**config.mk**
```make
export PLATFORM = sky130hd
export DESIGN_NAME = array_6_req_ctrl_flat
export DESIGN_NICKNAME = d
export VERILOG_FILES = /design/src/rtl/array_6_pkg.sv /design/src/rtl/array_6_req_ctrl_if.sv /design/src/rtl/array_6_resp_queue.sv /design/src/rtl/array_6_req_ctrl.sv /design/src/flat_wrapper.sv
export SDC_FILE = /design/constraint.sdc
export NUM_CORES = 1
export LEC_CHECK = 0
export CAP_MARGIN = 15
export CORE_MARGIN = 1.5
export CORE_UTILIZATION = 43
export CTS_BUF_LIST = sky130_fd_sc_hd__clkbuf_16
export CTS_CLUSTER_DIAMETER = 60
export DETAILED_ROUTE_END_ITERATION = 10
export HOLD_SLACK_MARGIN = 0.08
export PLACE_DENSITY = 0.86
export RECOVER_POWER = 50
export SLEW_MARGIN = 10
export SYNTH_ARGS = -nofsm -noshare
export SYNTH_HDL_FRONTEND = slang
export SYNTH_SLANG_ARGS = --single-unit
export TNS_END_PERCENT = 10
```
**constraint.sdc**
```tcl
create_clock -name clock -period 3 [get_ports clock]
set_input_delay 0.45 -clock clock [delete_from_list [all_inputs] [get_ports clock]]
set_output_delay 0.45 -clock clock [all_outputs]
set_load 0.02 [all_outputs]
```
**src/rtl/array_6_pkg.sv**
```systemverilog
// Shared constants and state type for the array_6 requester-side controller.
package array_6_pkg;

    localparam int unsigned DEPTH      = 1024;
    localparam int unsigned AW         = 10;
    localparam int unsigned DW         = 13;
    localparam int unsigned RESP_DEPTH = 2;

    localparam logic [AW-1:0] LAST_ADDR = AW'(DEPTH - 1);

    typedef enum logic [1:0] {
        S_RST  = 2'd0,
        S_INIT = 2'd1,
        S_RUN  = 2'd2
    } state_e;

endpackage

```
**src/rtl/array_6_req_ctrl_if.sv**
```systemverilog
// Request/response handshakes plus the SRAM macro R0/W0 strobes.
interface array_6_req_ctrl_if;
    import array_6_pkg::*;

    logic          w_valid;
    logic          w_ready;
    logic [AW-1:0] w_addr;
    logic [DW-1:0] w_data;
    logic          r_valid;
    logic          r_ready;
    logic [AW-1:0] r_addr;
    logic          resp_valid;
    logic          resp_ready;
    logic [DW-1:0] resp_data;
    logic          init_done;
    logic          sram_ren;
    logic [AW-1:0] sram_raddr;
    logic [DW-1:0] sram_rdata;
    logic          sram_wen;
    logic [AW-1:0] sram_waddr;
    logic [DW-1:0] sram_wdata;

    // Requester and macro model side.
    modport master (
        output w_valid, w_addr, w_data, r_valid, r_addr, resp_ready, sram_rdata,
        input  w_ready, r_ready, resp_valid, resp_data, init_done,
        input  sram_ren, sram_raddr, sram_wen, sram_waddr, sram_wdata
    );

    // Controller side.
    modport slave (
        input  w_valid, w_addr, w_data, r_valid, r_addr, resp_ready, sram_rdata,
        output w_ready, r_ready, resp_valid, resp_data, init_done,
        output sram_ren, sram_raddr, sram_wen, sram_waddr, sram_wdata
    );

endinterface

```
**src/rtl/array_6_resp_queue.sv**
```systemverilog
// Two-entry response FIFO; a push into an empty queue is visible the next cycle.
module array_6_resp_queue
    import array_6_pkg::*;
(
    input  logic          clock,
    input  logic          reset_n,
    input  logic          push,
    input  logic [DW-1:0] push_data,
    input  logic          pop,
    output logic [1:0]    count,
    output logic [DW-1:0] head
);

    logic [DW-1:0] mem_q [RESP_DEPTH];
    logic          wptr_q;
    logic          rptr_q;
    logic [1:0]    count_q;
    logic          pop_ok;
    logic          push_ok;

    assign pop_ok  = pop && (count_q != 2'd0);
    assign push_ok = push && ((count_q != 2'd2) || pop_ok);

    always_ff @(posedge clock or negedge reset_n) begin
        if (!reset_n) begin
            for (int i = 0; i < RESP_DEPTH; i++) begin
                mem_q[i] <= '0;
            end
            wptr_q  <= 1'b0;
            rptr_q  <= 1'b0;
            count_q <= 2'd0;
        end else begin
            if (push_ok) begin
                mem_q[wptr_q] <= push_data;
                wptr_q        <= ~wptr_q;
            end
            if (pop_ok) begin
                rptr_q <= ~rptr_q;
            end
            unique case ({push_ok, pop_ok})
                2'b10:   count_q <= count_q + 2'd1;
                2'b01:   count_q <= count_q - 2'd1;
                default: count_q <= count_q;
            endcase
        end
    end

    assign count = count_q;
    assign head  = mem_q[rptr_q];

endmodule

```
**src/rtl/array_6_req_ctrl.sv**
```systemverilog
// Requester-side driver for the 1024x13 1R1W SRAM: clear sweep, write/read strobes,
// write-first collision bypass and a 2-entry read response queue.
module array_6_req_ctrl
    import array_6_pkg::*;
(
    input  logic              clock,
    input  logic              reset_n,
    array_6_req_ctrl_if.slave bus
);

    state_e        state_q, state_d;
    logic [AW-1:0] cnt_q, cnt_d;
    logic          inflight_q;
    logic          byp_valid_q;
    logic [DW-1:0] byp_data_q;
    logic [AW-1:0] raddr_q;

    logic          w_ready, r_ready, w_fire, r_fire, pop, run;
    logic          sram_wen;
    logic [AW-1:0] sram_waddr;
    logic [DW-1:0] sram_wdata;
    logic [1:0]    q_count;
    logic [DW-1:0] q_head;
    logic [2:0]    occupancy;

    assign run    = (state_q == S_RUN);
    assign pop    = (q_count != 2'd0) && bus.resp_ready;
    assign w_fire = bus.w_valid && w_ready;
    assign r_fire = bus.r_valid && r_ready;

    // Slots already committed once this cycle's pop is taken into account.
    assign occupancy = {1'b0, q_count} + {2'b00, inflight_q} - {2'b00, pop};
    assign r_ready   = run && (occupancy < 3'd2);
    assign w_ready   = run;

    always_comb begin
        state_d    = state_q;
        cnt_d      = cnt_q;
        sram_wen   = 1'b0;
        sram_waddr = '0;
        sram_wdata = '0;
        unique case (state_q)
            S_RST: begin
                state_d = S_INIT;
                cnt_d   = '0;
            end
            S_INIT: begin
                sram_wen   = 1'b1;
                sram_waddr = cnt_q;
                if (cnt_q == LAST_ADDR) begin
                    state_d = S_RUN;
                end else begin
                    cnt_d = cnt_q + AW'(1);
                end
            end
            S_RUN: begin
                sram_wen   = w_fire;
                sram_waddr = bus.w_addr;
                sram_wdata = bus.w_data;
            end
            default: state_d = S_RST;
        endcase
    end

    always_ff @(posedge clock or negedge reset_n) begin
        if (!reset_n) begin
            state_q     <= S_RST;
            cnt_q       <= '0;
            inflight_q  <= 1'b0;
            byp_valid_q <= 1'b0;
            byp_data_q  <= '0;
            raddr_q     <= '0;
        end else begin
            state_q     <= state_d;
            cnt_q       <= cnt_d;
            inflight_q  <= r_fire;
            // The macro returns old data on a same-address collision; forward the write.
            byp_valid_q <= r_fire && w_fire && (bus.w_addr == bus.r_addr);
            byp_data_q  <= bus.w_data;
            if (r_fire) begin
                raddr_q <= bus.r_addr;
            end
        end
    end

    array_6_resp_queue u_resp_queue (
        .clock     (clock),
        .reset_n   (reset_n),
        .push      (inflight_q),
        .push_data (byp_valid_q ? byp_data_q : bus.sram_rdata),
        .pop       (pop),
        .count     (q_count),
        .head      (q_head)
    );

    assign bus.w_ready    = w_ready;
    assign bus.r_ready    = r_ready;
    assign bus.resp_valid = (q_count != 2'd0);
    assign bus.resp_data  = q_head;
    assign bus.init_done  = run;
    assign bus.sram_ren   = r_fire;
    assign bus.sram_raddr = r_fire ? bus.r_addr : raddr_q;
    assign bus.sram_wen   = sram_wen;
    assign bus.sram_waddr = sram_waddr;
    assign bus.sram_wdata = sram_wdata;

endmodule

```
**src/flat_wrapper.sv**
```systemverilog
// flat-port wrapper written by rule: the top's interface ports become plain ports
module array_6_req_ctrl_flat import array_6_pkg::*;
  (clock, reset_n, bus_w_valid, bus_w_addr, bus_w_data, bus_r_valid, bus_r_addr, bus_resp_ready, bus_sram_rdata, bus_w_ready, bus_r_ready, bus_resp_valid, bus_resp_data, bus_init_done, bus_sram_ren, bus_sram_raddr, bus_sram_wen, bus_sram_waddr, bus_sram_wdata);
  array_6_req_ctrl_if bus_i ();
  input  logic clock;
  input  logic reset_n;
  input wire logic [$bits(bus_i.w_valid)-1:0] bus_w_valid;
  input wire logic [$bits(bus_i.w_addr)-1:0] bus_w_addr;
  input wire logic [$bits(bus_i.w_data)-1:0] bus_w_data;
  input wire logic [$bits(bus_i.r_valid)-1:0] bus_r_valid;
  input wire logic [$bits(bus_i.r_addr)-1:0] bus_r_addr;
  input wire logic [$bits(bus_i.resp_ready)-1:0] bus_resp_ready;
  input wire logic [$bits(bus_i.sram_rdata)-1:0] bus_sram_rdata;
  output wire logic [$bits(bus_i.w_ready)-1:0] bus_w_ready;
  output wire logic [$bits(bus_i.r_ready)-1:0] bus_r_ready;
  output wire logic [$bits(bus_i.resp_valid)-1:0] bus_resp_valid;
  output wire logic [$bits(bus_i.resp_data)-1:0] bus_resp_data;
  output wire logic [$bits(bus_i.init_done)-1:0] bus_init_done;
  output wire logic [$bits(bus_i.sram_ren)-1:0] bus_sram_ren;
  output wire logic [$bits(bus_i.sram_raddr)-1:0] bus_sram_raddr;
  output wire logic [$bits(bus_i.sram_wen)-1:0] bus_sram_wen;
  output wire logic [$bits(bus_i.sram_waddr)-1:0] bus_sram_waddr;
  output wire logic [$bits(bus_i.sram_wdata)-1:0] bus_sram_wdata;
  assign bus_i.w_valid = bus_w_valid;
  assign bus_i.w_addr = bus_w_addr;
  assign bus_i.w_data = bus_w_data;
  assign bus_i.r_valid = bus_r_valid;
  assign bus_i.r_addr = bus_r_addr;
  assign bus_i.resp_ready = bus_resp_ready;
  assign bus_i.sram_rdata = bus_sram_rdata;
  assign bus_w_ready = bus_i.w_ready;
  assign bus_r_ready = bus_i.r_ready;
  assign bus_resp_valid = bus_i.resp_valid;
  assign bus_resp_data = bus_i.resp_data;
  assign bus_init_done = bus_i.init_done;
  assign bus_sram_ren = bus_i.sram_ren;
  assign bus_sram_raddr = bus_i.sram_raddr;
  assign bus_sram_wen = bus_i.sram_wen;
  assign bus_sram_waddr = bus_i.sram_waddr;
  assign bus_sram_wdata = bus_i.sram_wdata;
  array_6_req_ctrl u_core (.clock(clock), .reset_n(reset_n), .bus(bus_i));
endmodule
```
==> impl_metrics.ini, run 1 <==
[pwr]
irDropWorstVdd_mv = 0.2668
p_leak_nw = 2.267
p_total_mw = 2.410
internal-power_mw = 1.807
p_sw_mw = 0.6030
swShare_pct = 25.02
pwr-share-clk_pct = 41.9
p_comb_share_pct = 17.3
power_density_nw_per_um2 = 479.9
pwr-share-seq_pct = 40.8

[synth]
synth-seq-area-share_pct = 48.34
yosys.area.top_type_share_pct = 48.34
synth-edff-count = 0
syn-num-nets = 341
syn-cell-area_sq_um = 3468
yosys-top-cells-area = dfrtp_1, mux2_2, xnor2_1
synth_cell_types = 47
synthArstFlopShare_pct = 100.0
synth-main-ff-cell = dfrtp_1
syn_avg_cell_area_sq_um = 12.26
yosysTopAreaCell = dfrtp_1
ys_ff_latch = 67
yosys_warnings = 0
syn_inst = 283

[finish]
fin_cells = 503
antenna_cells = 0
finalNetCount = 455
area_growth_pct = 44.81
fin_util_pct = 64.66
drive_gt1_share_pct = 31.17

[clock_network]
htreeDepth = 3
clk_pin_slew_worst_paths_ps = 60
cts_buffer_depth = 2
cts_hold_buf = 0
root_buffer = clkbuf_16
cts_buffers = 9
cts_tree = built
numClockSinks = 67
clock_latency_ps = 330

[critical_path]
r2r_end = u_core.raddr_q[8]
ff2ff_setup_slack_ps = 410
path_cells = or2_4, and2_4, ha_4, nand2b_4, fa_2, and3_4, nand2_8, mux2_4, buf_6
cp_data_required_time_ps = 2550
startpoint = u_core.u_resp_queue.count[1]
critPathCaptureType = output port
r2r-start = u_core.u_resp_queue.count[1]
worst-path-stages = 9
crit_end = bus_sram_raddr[8]
cpPeakStageDelay_ps = 530
cp_top_family = simple AND/OR/NAND/NOR gates
critPathMaxFanout = 6
cp.arrival_ps = 2810
r2r_cells = 9
cp-start-kind = flop
critPathSlowestCell = fa_2
critPathBufInv = 1
worstSetupPathType = flop to output port

[floorplanning]
core_area_sq_um = 7767
die_h_um = 92.81
fp-row-count = 32
die_area_sq_um = 8614
start_util_pct = 44.65
io_pins = 103
die_width_um = 92.81

[route]
drt_pre_antenna_iters = 4
wl_per_cell_um = 17.49
drcViolationCount = 0
drtIter0Drc = 96
final_antenna_net_count = 0
vias_per_cell = 5.250
wirelength_um = 8797
vias = 2641

[grt]
grt_max_degree = 68
grt_usage_pct = 21.92
antenna_found_initial = 0
grt_pass1_vias = 2777
grt_pass1_wl_um = 14320
grt_remaining_overflow = 0

[timing]
rsz0062_at_grt = true
hold_viol_final = 0
worst_pin_slew_ps = 1669
skew_ps = 9.036
fmax_mhz = 306.6
setup_viol = 10
setup_slack_ps = -261.3
fin_crit_sh_pct = 108.7
period_minus_slack_ps = 3261
max_slew_margin_pct = -11.26
drv_slew = 68

[run_status]
violations = max-capacitance violations, max-slew violations, negative setup slack
status = complete, but fails checks

[placement]
io_buffers = 102
gp_congestion = 0.8101
dpl.hpwl_um = 6188
placedCellCount = 485

[job]
max_cap_viol_count = 1

[hold_path]
holdCritPathClass = flop to flop
[power groups by stage]
stage / combinational, mW / clock (mW) / sequential, mW
after floorplan: 0.224 / 0 / 0.980
after global placement: 0.369 / 0 / 0.997
after detailed placement: 0.388 / 0 / 0.998
after CTS: 0.407 / 1.03 / 0.984
after global routing: 0.450 / 1.07 / 0.988
final: 0.418 / 1.01 / 0.983
[layer usage]
metal	up-vias	share of wire [%]	track usage, %
li1	1239	-	-
met1	1291	43	26.66
met2	107	50	37.65
met3	4	7.2	7.143
met4	0	0.43	4.924
met5	-	0	0
[cells in the mapped netlist, types with 3 or more instances]
cell,n
nand3_1,3
a41oi_1,3
xnor2_1,13
inv_1,5
nand2_1,11
o22ai_1,4
nor2_1,6
xor2_1,3
ha_1,6
nor2b_1,10
buf_6,3
mux2i_1,4
clkbuf_1,5
o21ai_0,3
buf_4,6
a22oi_1,8
a21oi_1,9
dfrtp_1,67
nand4_1,4
mux2_2,63
and2_1,15
[layout make-up]
class	count	area, sq um
clock buffer	9	225.2
timing repair buffer	119	1132
tap	102	127.6
inverter	7	26.28
fill	602	2745
clock inverter	6	58.81
sequential	67	1677
multi-input combinational	193	1775
[metrics by stage]
step | setup TNS, ps | cell area (sq um) | hold slack (ps) | setup WS (ps)
after floorplan | -431.3 | 3550 | 154.4 | -53.91
after global placement | -6839 | 4683 | 480.6 | -623.1
after detailed placement | -7271 | 4683 | 481.2 | -661.5
after CTS | -2504 | 5019 | 356.8 | -256.5
after global routing | -3463 | 5022 | 515.7 | -336.7
final | -2557 | 5022 | 499.8 | -261.3
[how the worst min path moves through the flow]
stage	start	to	slack [ps]	cells past startpoint
floorplan	reset_n	u_core.byp_data_q[0]	150	0
global placement	u_core.u_resp_queue.mem_q[2]	u_core.u_resp_queue.mem_q[2]	480	1
detailed placement	u_core.raddr_q[3]	u_core.raddr_q[3]	480	1
CTS	reset_n	u_core.byp_data_q[10]	360	2
global route	u_core.u_resp_queue.mem_q[16]	u_core.u_resp_queue.mem_q[16]	520	1
finish	u_core.u_resp_queue.mem_q[6]	u_core.u_resp_queue.mem_q[6]	500	1
[repair_timing]
action | in CTS | in global routing
setup buffers | 2 | 0
endpoints found under the setup margin | 12 | 14
pin swaps | 1 | 1
hold endpoints to repair | 0 | 0
cloned | 1 | 0
resized for setup | 67 | 4
[placed cells by master (no fill, tap or decap), types with 9 or more instances in the layout]
master           instances
a21oi_1                  9
and2_1                  14
buf_4                   17
clkbuf_16                9
clkdlybuf4s50_1         76
dfrtp_1                 67
dlygate4sd3_1           13
mux2_2                  55
nand2_1                 10
nor2b_1                 10
xnor2_1                 12
[worst reg2reg max path: cells and delay by family (launching register included)]
kind | cells | cell delay [ps]
adder cells (fa/ha/maj) | 2 | 730
buffers and inverters | 1 | 130
flip-flops | 1 | 380
multiplexers | 1 | 340
AND/OR/NAND/NOR | 5 | 900
[flip-flops by register name, summed over array words and instances (netlist names)]
name	flops
u_core.u_resp_queue.mem_q	26
u_core.byp_data_q	13
u_core.cnt_q	10
u_core.raddr_q	10
u_core.state_q	2
u_core.u_resp_queue.count	2
u_core.byp_valid_q	1
u_core.inflight_q	1
u_core.u_resp_queue.rptr_q	1
u_core.u_resp_queue.wptr_q	1
[cell families (layout without fill, tap and decap cells)]
group | after synthesis | after routing | synth area share, %
multiplexers | 67 | 67 | 21.61
flip-flops | 67 | 67 | 48.34
AND/OR/NAND/NOR | 63 | 64 | 10.93
AO/OA/AOI/OAI | 39 | 39 | 8.369
buffers and inverters | 24 | 141 | 3.968
XOR/XNOR | 16 | 16 | 4.041
adder cells (fa/ha/maj) | 7 | 7 | 2.742
(Power assumes the default switching activity.)
==> run 2: changes to the inputs <==
--- a/config.mk
+++ b/config.mk
@@ -14,7 +14,6 @@
 export HOLD_SLACK_MARGIN = 0.08
 export PLACE_DENSITY = 0.86
 export RECOVER_POWER = 50
-export SLEW_MARGIN = 10
 export SYNTH_ARGS = -nofsm -noshare
 export SYNTH_HDL_FRONTEND = slang
 export SYNTH_SLANG_ARGS = --single-unit
==> constraint.sdc (replaced) <==
create_clock -name clock -period 3 [get_ports clock]
set_input_delay 0.45 -clock clock [delete_from_list [all_inputs] [get_ports clock]]
set_output_delay 0.45 -clock clock [all_outputs]
set_load 0.01 [all_outputs]
==> run 2 against run 1 <==
  * The run still ends with max-capacitance violations, max-slew violations, negative setup slack left
  * Clock skew is 5.0 ps higher
  * Critical endpoint is now bus_sram_raddr[2]
  * Cell count increased by 0.80%
  * Flip-flop and latch count did not move
  * Via count rose by 0.83%
  * Combinational power shrank 4%
  * Clock-buffer cell count stayed put
  * Non-clock buffer count rose by 3
  * Global-route usage decreased by 0.83 points
  * Routed wire length decreased by 3.0%
==> impl_metrics.ini, run 2 (synthesized netlist as in run 1, its figures left out) <==
[run_status]
status = complete, but fails checks
violations = max-capacitance violations, max-slew violations, negative setup slack

[timing]
fmax_mhz = 309.0
skew_ps = 14.08
setup_slack_ps = -236.4
hold_ws_ps = 503.5
fin_crit_sh_pct = 107.9
drv_slew = 68
setup_viol = 10
worst_pin_slew_ps = 1648
rsz0062_at_grt = true
max_slew_margin_pct = -9.844
period_minus_slack_ps = 3236
hold_viol_final = 0

[route]
vias = 2663
drtIter0Drc = 34
vias_per_cell = 5.252
wl_per_cell_um = 16.83
final_antenna_net_count = 0
wirelength_um = 8534
drcViolationCount = 0
drt_pre_antenna_iters = 4

[finish]
area_growth_pct = 45.96
drive_gt1_share_pct = 31.60
antenna_cells = 0
reg_top3 = u_core.u_resp_queue.mem_q x26, u_core.byp_data_q x13
layout_commonest_cell = clkdlybuf4s50_1
layout_common_cells = clkdlybuf4s50_1, dfrtp_1, mux2_2
regMostFlops = u_core.u_resp_queue.mem_q
finalNetCount = 458
largest_reg_flops = 26
fin_area_sq_um = 5062

[floorplanning]
die_area_sq_um = 8614
die_h_um = 92.81
core_area_sq_um = 7767
io_pins = 103
fp-row-count = 32
start_util_pct = 44.65
die_width_um = 92.81

[grt]
gr-max-usage-layer = met2
antenna_found_initial = 0
grt_usage_pct = 21.08
use_met3_pct = 5.993
grtUsageMet2_pct = 34.79
grt_pass1_wl_um = 13980
grt_use_met1_pct = 27.45
grt_remaining_overflow = 0
grt_max_degree = 68
grt_pass1_vias = 2813

[job]
max_cap_viol_count = 1

[clock_network]
numClockSinks = 67
cts_buffers = 9
htreeDepth = 3
clock_latency_ps = 330
cts_tree = built
clk_pin_slew_worst_paths_ps = 70
root_buffer = clkbuf_16
cts_hold_buf = 0
cts_buffer_depth = 2

[pwr]
irDropWorstVdd_mv = 0.2605
p_leak_nw = 2.295
power_density_nw_per_um2 = 481.7

[hold_path]
holdCritPathClass = flop to flop

[placement]
io_buffers = 102
gp_congestion = 0.8329
dpl.hpwl_um = 6056
dp_slack_ps = -589.3
dpl_cell_area_sq_um = 4683

[critical_path]
critPathMaxFanout = 6
cp.arrival_ps = 2790
worstSetupPathType = flop to output port
cp-start-kind = flop
cp_top_family = simple AND/OR/NAND/NOR gates
critPathSlowestCell = dfrtp_1
path_cells = or2_4, and2_4, ha_4, nand2b_4, fa_2, xnor2_2, and3_4, nand2_8, mux2_4, buf_6
critPathCaptureType = output port
cpPeakStageDelay_ps = 380
cp_data_required_time_ps = 2550
critPathBufInv = 1
[run 2: what timing repair did]
item	CTS	global route
resized for setup	60	2
pin swaps	3	1
setup buffers	5	0
setup endpoints to repair	12	12
gates cloned	1	0
[run 2: final timing paths]
check                                             start                   end  slack (ps)  cells past startpoint
max in group asynchronous                       reset_n     u_core.state_q[0]        1380                      2
hold reg to reg                       u_core.raddr_q[6]     u_core.raddr_q[6]         500                      1
hold / removal                        u_core.raddr_q[6]     u_core.raddr_q[6]         500                      1
setup / recovery           u_core.u_resp_queue.count[1]     bus_sram_raddr[2]        -240                     10
setup reg to reg           u_core.u_resp_queue.count[1]    u_core.byp_valid_q         260                     12
min in group asynchronous                       reset_n  u_core.byp_data_q[7]         640                      2
[run 2: layout make-up]
class,instances,area [sq um]
Multi-Input combinational cell,193,1770
Timing Repair Buffer,122,1162
Tap cell,102,127.6
Sequential cell,67,1677
Inverter,7,26.28
Clock buffer,9,225.2
Fill cell,585,2705
Clock inverter,7,73.82
[run 2: where the power goes]
part	switching [mW]	internal (mW)	leakage (nW)
logic	0.166	0.237	1.26
clock network	0.406	0.649	0.147
registers	0.0490	0.932	0.886
total	0.621	1.82	2.29
[run 2: through the flow]
| step | power, mW | std cells | util, % | TNS [ps] |
|---|---|---|---|---|
| 2_1_floorplan | 1.199 | 283 | - | 0 |
| 3_3_place_gp | 1.353 | 485 | 60.29 | -5792 |
| 3_5_place_dp | 1.370 | 485 | 60.29 | -6287 |
| 4_1_cts | 2.450 | 507 | 65.17 | -2340 |
| 5_1_grt | 2.544 | 507 | 65.17 | -3210 |
| 6_report | 2.439 | 507 | 65.17 | -2282 |
[run 2: metal layers]
metal  routed length [um]  vias to the layer above
met4                   74                        0
met3                  551                        6
li1                     -                     1252
met5                    0                        -
met1                 3718                     1300
met2                 4190                      105
==> run 3: changes to the inputs <==
--- a/config.mk
+++ b/config.mk
@@ -6,14 +6,17 @@
 export NUM_CORES = 1
 export LEC_CHECK = 0
 export CAP_MARGIN = 15
+export CORE_ASPECT_RATIO = 0.6
 export CORE_MARGIN = 1.5
 export CORE_UTILIZATION = 43
 export CTS_BUF_LIST = sky130_fd_sc_hd__clkbuf_16
 export CTS_CLUSTER_DIAMETER = 60
 export DETAILED_ROUTE_END_ITERATION = 10
+export GPL_TIMING_DRIVEN = 0
 export HOLD_SLACK_MARGIN = 0.08
 export PLACE_DENSITY = 0.86
 export RECOVER_POWER = 50
+export SETUP_SLACK_MARGIN = 0.2
 export SYNTH_ARGS = -nofsm -noshare
 export SYNTH_HDL_FRONTEND = slang
 export SYNTH_SLANG_ARGS = --single-unit
==> run 3 against run 2 <==
  * Largest power group unchanged
  * The flow still finishes with violations (max-capacitance violations, max-slew violations, negative setup slack)
  * Register-to-register slack lost 50 ps
  * First-iteration DRC count grew to 4.6 times the previous value
  * Design area shrank 0.42%
  * Worst hold slack lost 3.2 ps
==> impl_metrics.ini, run 3 (synthesized netlist as in run 1, its figures left out) <==
[grt]
grt_pass1_vias = 2796
grt_max_degree = 68
grt_pass1_wl_um = 14380
antenna_found_initial = 0
grt_usage_pct = 21.27
grt_remaining_overflow = 0

[pwr]
power_density_nw_per_um2 = 477.6
p_leak_nw = 2.284
internal-power_mw = 1.815
pwr-share-clk_pct = 42.1
p_comb_share_pct = 18.1
irDropWorstVdd_mv = 0.5339
swShare_pct = 24.63
pwr-share-seq_pct = 39.8
p_sw_mw = 0.5931
p_total_mw = 2.408

[critical_path]
cp.arrival_ps = 2930
cp_data_required_time_ps = 2550
cpMostUsedCell = buf_6
cpPeakStageDelay_ps = 520
critPathSlowestCell = fa_2
critPathMaxFanout = 10
cp_top_family = simple AND/OR/NAND/NOR gates
path_cells = buf_6, or2_4, and2_4, ha_4, nand2b_4, fa_2, and3_4, nand2_4, buf_12, mux2_4, buf_6
critPathCaptureType = output port
critPathBufInv = 3
cp-start-kind = flop
worstSetupPathType = flop to output port

[route]
drt_pre_antenna_iters = 4
vias_per_cell = 5.199
wl_per_cell_um = 16.98
vias = 2667
final_antenna_net_count = 0
wirelength_um = 8711
drtIter0Drc = 155
drcViolationCount = 0

[floorplanning]
die_width_um = 118.9
fp-row-count = 25
start_util_pct = 44.18
core_area_sq_um = 7851
die_h_um = 72.57
die_area_sq_um = 8631
io_pins = 103

[run_status]
status = complete, but fails checks
violations = max-capacitance violations, max-slew violations, negative setup slack

[clock_network]
root_buffer = clkbuf_16
cts_hold_buf = 0
cts_buffers = 9
clock_latency_ps = 310
clk_pin_slew_worst_paths_ps = 60
cts_buffer_depth = 2
numClockSinks = 67
cts_tree = built
htreeDepth = 3

[placement]
gp_congestion = 0.9252
dp_slack_ps = -870.5
io_buffers = 102
dpl.hpwl_um = 6507

[timing]
skew_ps = 7.273
fin_crit_sh_pct = 112.8
setup_viol = 11
period_minus_slack_ps = 3385
drv_slew = 68
worst_pin_slew_ps = 1644
max_slew_margin_pct = -9.631
fmax_mhz = 295.5
setup_slack_ps = -384.7
rsz0062_at_grt = true
hold_viol_final = 0

[finish]
finalNetCount = 458
antenna_cells = 0
layout_commonest_cell = clkdlybuf4s50_1
layout_common_cells = clkdlybuf4s50_1, dfrtp_1, mux2_2
fin_util_pct = 64.21
drive_gt1_share_pct = 29.88
reg_top3 = u_core.u_resp_queue.mem_q x26, u_core.byp_data_q x13
regMostFlops = u_core.u_resp_queue.mem_q
largest_reg_flops = 26
area_growth_pct = 45.35

[hold_path]
holdCritPathClass = flop to flop

[job]
max_cap_viol_count = 1
[run 3: per-layer routing]
layer  routed length (um)  vias up  GRT usage [%]  share of wire [%]
met1                 4183     1352          30.09                 48
met2                 4157       61          34.17                 48
met3                  341        2          4.245                3.9
met4                   30        0          4.953               0.34
met5                    0        -              0                  0
li1                     -     1252              -                  -
[run 3: cell type report]
class	instances	area [sq um]
buffer	17	126.4
clock buffer	9	225.2
clock inverter	7	68.82
fill	595	2810
inverter	7	26.28
multi-input combinational	192	1730
sequential	67	1678
tap	108	135.1
timing repair buffer	106	1051
[run 3: worst paths after layout]
path | start | to | slack (ps) | depth (start not counted)
setup / recovery | u_core.u_resp_queue.count[1] | bus_sram_raddr[3] | -380 | 11
hold / removal | u_core.u_resp_queue.mem_q[8] | u_core.u_resp_queue.mem_q[8] | 500 | 1
setup reg to reg | u_core.u_resp_queue.count[1] | u_core.byp_valid_q | 210 | 10
hold reg to reg | u_core.u_resp_queue.mem_q[8] | u_core.u_resp_queue.mem_q[8] | 500 | 1
max in group asynchronous | reset_n | u_core.u_resp_queue.count[0] | 1350 | 1
min in group asynchronous | reset_n | u_core.raddr_q[5] | 560 | 1
[run 3: worst reg2reg max path, delay by kind of cell (launching register included)]
kind	cells	cell delay [ps]
buffers and inverters	2	270
DFF	1	390
adders and majority gates	2	730
and+or+nand+nor	6	1250
[run 3: timing repair]
action	in CTS	in global routing
buffers inserted	3	1
pin swaps	0	1
hold endpoints to repair	0	0
endpoints found under the setup margin	30	27
gates resized for setup	64	5
[run 3: through the flow]
stage	area, sq um	setup TNS (ps)	instances	hold slack [ps]
after global placement	4706	-58070	493	474.1
after floorplan	3550	0	283	154.4
after CTS	5040	-3912	512	275.2
final	5041	-3734	513	500.3
after global routing	5041	-4996	513	506.0
after detailed placement	4703	-9896	493	477.3
[run 3: power by group through the flow]
stage | sequential (mW) | clock, mW | combinational [mW]
floorplan | 0.980 | 0 | 0.218
global placement | 0.986 | 0 | 0.357
detailed placement | 0.991 | 0 | 0.371
CTS | 0.957 | 1.03 | 0.421
global route | 0.961 | 1.08 | 0.477
finish | 0.958 | 1.01 | 0.435
